File: src/rtl/alu_share_ctrl.sv
// -----------------------------------------------------------------------------
// alu_share_ctrl
//
// Lets two requesters share one 4-bit ALU:
//   requester 0 : board buttons / switches
//   requester 1 : self-test script
//
// One operation is in flight at a time. An operation goes through three phases:
//   IDLE - arbitrate and accept one request, registering its operands
//   WAIT - let the ALU settle for ALU_LAT cycles, then capture its result
//   RESP - hold the result until the consumer takes it
// After the result is consumed, the controller returns to IDLE.
//
// Configuration macro:
//   ALU_SHARE_FIXED_PRIO_EN
//     defined   : requester 0 always wins when both requesters are valid.
//     undefined : round-robin between the requesters (default build).
//
// Parameters:
//   DATA_W  - operand width (A, B)
//   OP_W    - opcode width
//   Y_W     - ALU BCD result width
//   ALU_LAT - ALU settle cycles between operand issue and result capture (>=1)
//
// Ports:
//   clk, rst                    clock; asynchronous active-high reset
//   reqN_valid / reqN_ready     request handshake for requester N (N = 0, 1);
//                               reqN_ready is combinational and only in IDLE
//   reqN_a, reqN_b, reqN_op     operands and opcode, sampled only at accept
//   alu_a, alu_b, alu_op        registered operands to the ALU; these keep
//                               their values after completion so the display
//                               stays stable
//   alu_cin                     ALU carry-in, tied to 0
//   alu_y, alu_cout, alu_ovf    ALU result and flags
//   rsp_valid / rsp_ready       response handshake; rsp_valid is held until
//                               the consumer accepts the response
//   rsp_id                      requester that owns the response
//   rsp_y                       captured ALU result
//   rsp_flags                   captured flags, {overflow, carry-out}
//   busy                        high whenever the controller is not in IDLE
// -----------------------------------------------------------------------------
module alu_share_ctrl #(
  parameter int DATA_W  = 4,
  parameter int OP_W    = 3,
  parameter int Y_W     = 12,
  parameter int ALU_LAT = 1
) (
  input  logic              clk,
  input  logic              rst,

  input  logic              req0_valid,
  output logic              req0_ready,
  input  logic [DATA_W-1:0] req0_a,
  input  logic [DATA_W-1:0] req0_b,
  input  logic [OP_W-1:0]   req0_op,

  input  logic              req1_valid,
  output logic              req1_ready,
  input  logic [DATA_W-1:0] req1_a,
  input  logic [DATA_W-1:0] req1_b,
  input  logic [OP_W-1:0]   req1_op,

  output logic [DATA_W-1:0] alu_a,
  output logic [DATA_W-1:0] alu_b,
  output logic [OP_W-1:0]   alu_op,
  output logic              alu_cin,
  input  logic [Y_W-1:0]    alu_y,
  input  logic              alu_cout,
  input  logic              alu_ovf,

  output logic              rsp_valid,
  input  logic              rsp_ready,
  output logic              rsp_id,
  output logic [Y_W-1:0]    rsp_y,
  output logic [1:0]        rsp_flags,

  output logic              busy
);

  // The settle counter only has to reach ALU_LAT-1.
  localparam int CNT_W = (ALU_LAT > 1) ? $clog2(ALU_LAT) : 1;
  localparam logic [CNT_W-1:0] CNT_LAST = CNT_W'(ALU_LAT - 1);

  typedef enum logic [1:0] {
    IDLE = 2'd0,
    WAIT = 2'd1,
    RESP = 2'd2
  } state_t;

  state_t            state;
  state_t            state_nxt;
  logic [CNT_W-1:0]  cnt;

  logic              any_req;
  logic              gnt_id;
  logic [DATA_W-1:0] gnt_a_p0;
  logic [DATA_W-1:0] gnt_b_p0;
  logic [OP_W-1:0]   gnt_op_p0;

`ifndef ALU_SHARE_FIXED_PRIO_EN
  // Requester granted most recently. It resets to 1 so that requester 0
  // wins the first tie.
  logic              last_id;
`endif

  assign alu_cin = 1'b0;

  // ---------------------------------------------------------------------------
  // State register
  // ---------------------------------------------------------------------------
  always_ff @(posedge clk or posedge rst) begin
    if (rst) begin
      state <= IDLE;
    end else begin
      state <= state_nxt;
    end
  end

  // ---------------------------------------------------------------------------
  // Next-state logic
  // ---------------------------------------------------------------------------
  always_comb begin
    state_nxt = state;
    unique case (state)
      IDLE:    if (any_req)         state_nxt = WAIT;
      WAIT:    if (cnt == CNT_LAST) state_nxt = RESP;
      RESP:    if (rsp_ready)       state_nxt = IDLE;
      default:                      state_nxt = IDLE;
    endcase
  end

  // ---------------------------------------------------------------------------
  // Output logic. Stage p0: arbitration and operand select.
  // ---------------------------------------------------------------------------
  always_comb begin
    any_req = req0_valid | req1_valid;

    // When only one requester is valid, that requester is granted.
    gnt_id  = req1_valid & ~req0_valid;
    if (req0_valid && req1_valid) begin
`ifdef ALU_SHARE_FIXED_PRIO_EN
      gnt_id = 1'b0;
`else
      gnt_id = ~last_id;
`endif
    end

    gnt_a_p0  = gnt_id ? req1_a  : req0_a;
    gnt_b_p0  = gnt_id ? req1_b  : req0_b;
    gnt_op_p0 = gnt_id ? req1_op : req0_op;

    // The ready outputs are masked while reset is asserted, so every output
    // is 0 for the whole reset window, even if a requester is holding valid.
    req0_ready = (state == IDLE) & any_req & ~gnt_id & ~rst;
    req1_ready = (state == IDLE) & any_req &  gnt_id & ~rst;
    busy       = (state != IDLE);
  end

  // ---------------------------------------------------------------------------
  // Stage p1: issue registers to the ALU, settle counter and response capture.
  // These registers drive outputs that must read 0 in reset, so they take the
  // asynchronous reset as well.
  // ---------------------------------------------------------------------------
  always_ff @(posedge clk or posedge rst) begin
    if (rst) begin
      alu_a     <= '0;
      alu_b     <= '0;
      alu_op    <= '0;
      cnt       <= '0;
      rsp_valid <= 1'b0;
      rsp_id    <= 1'b0;
      rsp_y     <= '0;
      rsp_flags <= 2'b00;
`ifndef ALU_SHARE_FIXED_PRIO_EN
      last_id   <= 1'b1;
`endif
    end else begin
      case (state)
        IDLE: begin
          if (any_req) begin
            alu_a   <= gnt_a_p0;
            alu_b   <= gnt_b_p0;
            alu_op  <= gnt_op_p0;
            rsp_id  <= gnt_id;
            cnt     <= '0;
`ifndef ALU_SHARE_FIXED_PRIO_EN
            last_id <= gnt_id;
`endif
          end
        end
        WAIT: begin
          cnt <= cnt + 1'b1;
          // The counter wraps back to 0 when ALU_LAT is a power of two. That
          // is harmless, because cnt is reloaded at the next accept.
          if (cnt == CNT_LAST) begin
            rsp_y     <= alu_y;
            rsp_flags <= {alu_ovf, alu_cout};
            rsp_valid <= 1'b1;
          end
        end
        RESP: begin
          if (rsp_ready) begin
            rsp_valid <= 1'b0;
          end
        end
        default: ;
      endcase
    end
  end

endmodule
File: config.mk
export PLATFORM = sky130hd
export DESIGN_NAME = alu_share_ctrl
export DESIGN_NICKNAME = d
export VERILOG_FILES = /design/src/rtl/alu_share_ctrl.sv
export SDC_FILE = /design/constraint.sdc
export NUM_CORES = 1
export LEC_CHECK = 0
export ABC_AREA = 1
export CAP_MARGIN = 20
export CORE_AREA = 2 2 82 53
export CTS_BUF_LIST = sky130_fd_sc_hd__clkbuf_2
export CTS_CLUSTER_DIAMETER = 30
export CTS_CLUSTER_SIZE = 14
export DETAILED_ROUTE_END_ITERATION = 6
export DIE_AREA = 0 0 84 55
export MAX_ROUTING_LAYER = met4
export PLACE_DENSITY_LB_ADDON = 0.1
export SLEW_MARGIN = 5
export SYNTH_ARGS = -nofsm -noshare
export SYNTH_HDL_FRONTEND = slang
export SYNTH_SLANG_ARGS = --single-unit
File: constraint.sdc
create_clock -name clk -period 3.4 [get_ports clk]
set_clock_uncertainty 0.1 [all_clocks]
set_input_delay 0.68 -clock clk [delete_from_list [all_inputs] [get_ports clk]]
set_output_delay 0.68 -clock clk [all_outputs]
set_load 0.1 [all_outputs]
==> impl_metrics.toml, run 1 <==
[outcome]
status = "completed"

[setup_path]
r2r-end = "cnt"
arrival_ns = 1.90
cp_max_fo = 5
cp-end-kind = "primary output"
crit_slowest_cell = "clkdlybuf4s50_1"
reg2reg_setup_slack_ns = 1.91
crit_family = "buffers and inverters"
critPathBufInv = 3
crit_top_cell = "nand2_1"
r2r_start = "state[1]"
cp.required_ns = 2.62
rr_worst_depth = 4
crit_path_max_incr_delay_ns = 0.56
cp.depth = 6
path_class = "input port to primary output"
cp-start-kind = "input port"
crit_path_cell_trace = "clkdlybuf4s50_1 > nand2_1 > inv_1 > nand2_1 > nor2_1 > buf_12"

[detailed_routing]
wire_per_inst_um = 11.2
firstDrtPassIters = 4
first_iter_violations = 74
drc = 0
antenna_left = 0
wl_mm = 3.49
via_per_inst = 4.45
route.vias.total = 1387

[synthesis]
netlist_area_mm2 = 0.00149
syn_inst = 189
synth_top_area_cell = "dfrtp_1"
synthTopCellsByArea = "dfrtp_1, nand2_1, nand3_1, inv_1, buf_6"
synth_seq_cells = 31
ys_types = 19
synth_top_area_frac = 0.505
yosysSeqAreaShare = 0.523
syn_avg_cell_area_um2 = 7.86
yosys_warnings = 0
synthesis.nets = 230

[global_routing]
grt_usage = 0.171
grt_pass1_wl_mm = 5.76
grt_max_degree = 26
grt_pass1_vias = 1273
antenna_found_initial = 0
grt-ovfl-total = 0

[worst_hold_path]
worstHoldPathType = "flop to flop"
whs_path_depth = 2
hp-start = "last_id"
min_delay_worst_endpoint = "last_id"

[cts]
cts_tree = "built"
root_buffer = "clkbuf_2"
cts_hold_buf = 0
post_cts_buffers = 0
path_clk_slew_ns = 0.15
cts_buffers = 5
cts_max_level = 2
clk_latency_ns = 0.35
cts_sinks = 31
cts-resized-gates = 0
clockBufferDepth = 2

[place]
place_congestion = 0.826
numPortBuffers = 70
place_area_mm2 = 0.00217
dp_hpwl_mm = 2.61

[sta]
worst_pin_slew_ns = 0.529
maxSlewViolCount = 0
clock.fmax_mhz = 374
finalHoldViolCount = 0
holdWs_ns = 0.384
fin_crit_ns = 2.68
max_slew_margin = 0.647
rsz0062_at_grt = "false"
setup-tns-final_ns = 0
post-route-period-util = 0.787
setup_viol = 0

[final_layout]
regArea_um2 = 777
fillCellCount = 388
utilization = 0.565
fin_nets = 303
multi_input_area_um2 = 539
final_common_cell = "nand2_1"
layout-drive-gt1-share = 0.183
final_cell_mix = "nand2_1, clkdlybuf4s50_1, nand3_1, buf_4, dfrtp_1"
syn2layout_area_growth_pct = 48.3
final_area_mm2 = 0.00220
antennaDiodeCount = 0

[floorplan]
row_count = 18
die_y_um = 55
chipWidth_um = 84
core_area_mm2 = 0.00390
dieArea_mm2 = 0.00462
start_util = 0.381
num_io_pins = 72

[job]
drv_cap = 0
stage by stage:
stage	cells	worst slack (ns)
after floorplan	189	0.379
after global placement	305	0.730
after detailed placement	305	0.721
after CTS	312	0.719
after global routing	312	0.643
final	312	0.723
how the worst max path moves through the flow:
| stage | end | startpoint |
|---|---|---|
| CTS | req1_ready | req1_valid |
| global placement | req1_ready | req1_valid |
| global route | req1_ready | req1_valid |
| floorplan | req1_ready | req0_valid |
| detailed placement | req1_ready | req1_valid |
| finish | req1_ready | req1_valid |
state kept, by name, indices dropped and copies added (netlist names):
register	flops
alu_b	4
rsp_y	12
alu_a	4
rsp_flags	2
last_id	1
state	2
rsp_valid	1
rsp_id	1
alu_op	3
cnt	1
worst register-to-register path, delay by kind of cell (launching register included):
kind            cells  cell delay [ns]
buf+inv             1             0.11
compound gates      1             0.18
simple gates        2             0.51
flops               1             0.48
kinds of logic after synthesis:
kind of cell	share of synthesized area
other cells	0.00252
simple gates	0.343
flops	0.523
compound gates	0.0177
buf+inv	0.114
area by class of cell:
cell class,count,share of cell area
Clock buffer,5,0.0114
Clock inverter,2,0.00398
Inverter,27,0.0460
Multi-Input combinational cell,122,0.245
Sequential cell,31,0.353
Tap cell,50,0.0284
Timing Repair Buffer,75,0.313
synthesized netlist by cell type:
master / instances
buf_6: 3
nand2_1: 73
buf_4: 2
dfrtp_1: 30
nor2_2: 1
nor3_2: 1
clkbuf_1: 1
dfstp_2: 1
conb_1: 1
inv_2: 1
nor2_1: 3
o31ai_1: 1
nor2_4: 1
nand3_1: 37
nand2_4: 1
o21ai_2: 1
inv_1: 26
buf_2: 3
o21ai_0: 2
per-layer routing:
| metal | vias to the layer above | part of all wire | track usage |
|---|---|---|---|
| met1 | 620 | 0.53 | 0.228 |
| met4 | 0 | 0.015 | 0.0887 |
| met3 | 8 | 0.049 | 0.0445 |
| met5 | - | 0 | - |
| met2 | 40 | 0.41 | 0.243 |
| li1 | 719 | - | - |
Power of run 1 is left out: the tool's default activity adds up to more than one toggle a clock period on the data nets, which glitch-free logic cannot reach.
==> run 2, diff against run 1 <==
Clock period 3.4 ns to 2.5 ns, I/O delays scaled along.
==> impl_metrics.toml, run 2 (synthesized netlist as in run 1, its figures left out) <==
[detailed_routing]
via_per_inst = 4.47
route.vias.total = 1400
wire_per_inst_um = 11.2
firstDrtPassIters = 4
wl_mm = 3.50
met2_length_mm = 1.42
met3_length_um = 228
wirelength_met1_mm = 1.82
highest_layer = "met4"
antenna_left = 0
drc = 0
first_iter_violations = 70

[cts]
cts_hold_buf = 0
cts-resized-gates = 0
root_buffer = "clkbuf_2"
path_clk_slew_ns = 0.16
cts_tree = "built"
cts_buffers = 5
clockBufferDepth = 2
clk_latency_ns = 0.34
post_cts_buffers = 0
cts_max_level = 2
cts_sinks = 31

[sta]
max_slew_margin = 0.662
fin_crit_ns = 2.31
setup-tns-final_ns = 0
finalHoldViolCount = 0
post-route-period-util = 0.924
holdWs_ns = 0.382
clock.fmax_mhz = 433
worst_pin_slew_ns = 0.507
rsz0062_at_grt = "false"
maxSlewViolCount = 0
setup_viol = 0

[final_layout]
top_register = "rsp_y"
multi_input_area_um2 = 548
syn2layout_area_growth_pct = 50.1
regArea_um2 = 777
layout-drive-gt1-share = 0.194
antennaDiodeCount = 0
top_regs = "rsp_y (12), alu_a (4), alu_b (4)"
fillCellCount = 372
largest_reg_flops = 12
fin_nets = 303
final_cell_mix = "nand2_1, clkdlybuf4s50_1, nand3_1, buf_4, dfrtp_1"
final_common_cell = "nand2_1"
utilization = 0.572

[floorplan]
chipWidth_um = 84
dieArea_mm2 = 0.00462
die_y_um = 55
start_util = 0.381
row_count = 18
core_area_mm2 = 0.00390
num_io_pins = 72

[job]
drv_cap = 0

[outcome]
status = "completed"

[setup_path]
crit_family = "buffers and inverters"
cp.required_ns = 1.90
cp-start-kind = "input port"
crit_top_cell = "nand2_1"
cp_max_fo = 3
critPathBufInv = 3
crit_path_cell_trace = "clkdlybuf4s50_1 > nand2_1 > nand2_1 > inv_1 > nand2_1 > nor2_2 > buf_12"
path_class = "input port to primary output"
cp-end-kind = "primary output"
crit_slowest_cell = "clkdlybuf4s50_1"
crit_path_max_incr_delay_ns = 0.46
arrival_ns = 1.71

[global_routing]
antenna_found_initial = 0
grt-ovfl-total = 0
grt_pass1_vias = 1261
grt_usage = 0.166
grt_pass1_wl_mm = 5.76
grt_max_degree = 24

[place]
numPortBuffers = 70
dp_hpwl_mm = 2.66
place_congestion = 0.817

[worst_hold_path]
worstHoldPathType = "flop to flop"
==> run 2: cell count changes in the layout (fill, tap and decap cells not counted) <==
| cell | delta |
|---|---|
| clkinv_1 | -1 |
| nor3_2 | -1 |
| nor2_2 | +1 |
| nor2_1 | -1 |
| buf_12 | +1 |
| clkbuf_2 | +2 |
| nor3_4 | +1 |
| buf_4 | -1 |
==> run 2: worst paths after layout <==
path,slack (ns),to,cells after the start,start
worst min register to register,0.38,last_id,2,last_id
worst max register to register,1.04,alu_a[3],5,state[1]
max in group asynchronous,1.33,last_id,3,rst
worst min-delay path,0.38,last_id,2,last_id
min in group asynchronous,0.45,alu_b[0],2,rst
worst max-delay path,0.19,req1_ready,7,req0_valid
==> run 2: tightest hold or removal path, stage by stage (launching register included) <==
cell and delay (ns):
dfstp_2 0.40, nand2_1 0.05, nand2_1 0.05
==> run 2: cell type report <==
cell class,count,share of cell area
clock buffer,7,0.0157
tap,50,0.0281
clock inverter,1,0.00224
inverter,27,0.0455
sequential,31,0.348
timing repair buffer,75,0.314
multi-input combinational,122,0.246
==> run 2: stage by stage <==
stage                     instances  instance area, um2  setup slack [ns]
after floorplan                 189                1490             0.254
after global placement          305                2190             0.230
after detailed placement        305                2190             0.214
after CTS                       313                2230             0.203
after global routing            313                2230            0.0950
final                           313                2230             0.189
==> run 2: layer usage <==
layer | vias up | global-route usage
li1 | 723 | -
met1 | 622 | 0.229
met2 | 53 | 0.244
met3 | 2 | 0.0445
met4 | 0 | 0.0484
met5 | - | -
Power of run 2 is left out for the same reason.
==> run 3, diff against run 2 <==
Settings changed: SLEW_MARGIN 5 to not set, TNS_END_PERCENT set to 100.
==> results of run 3 <==
No change in the layout: final DEF, timing and power equal those of run 2.
Power of run 3 is left out for the same reason.
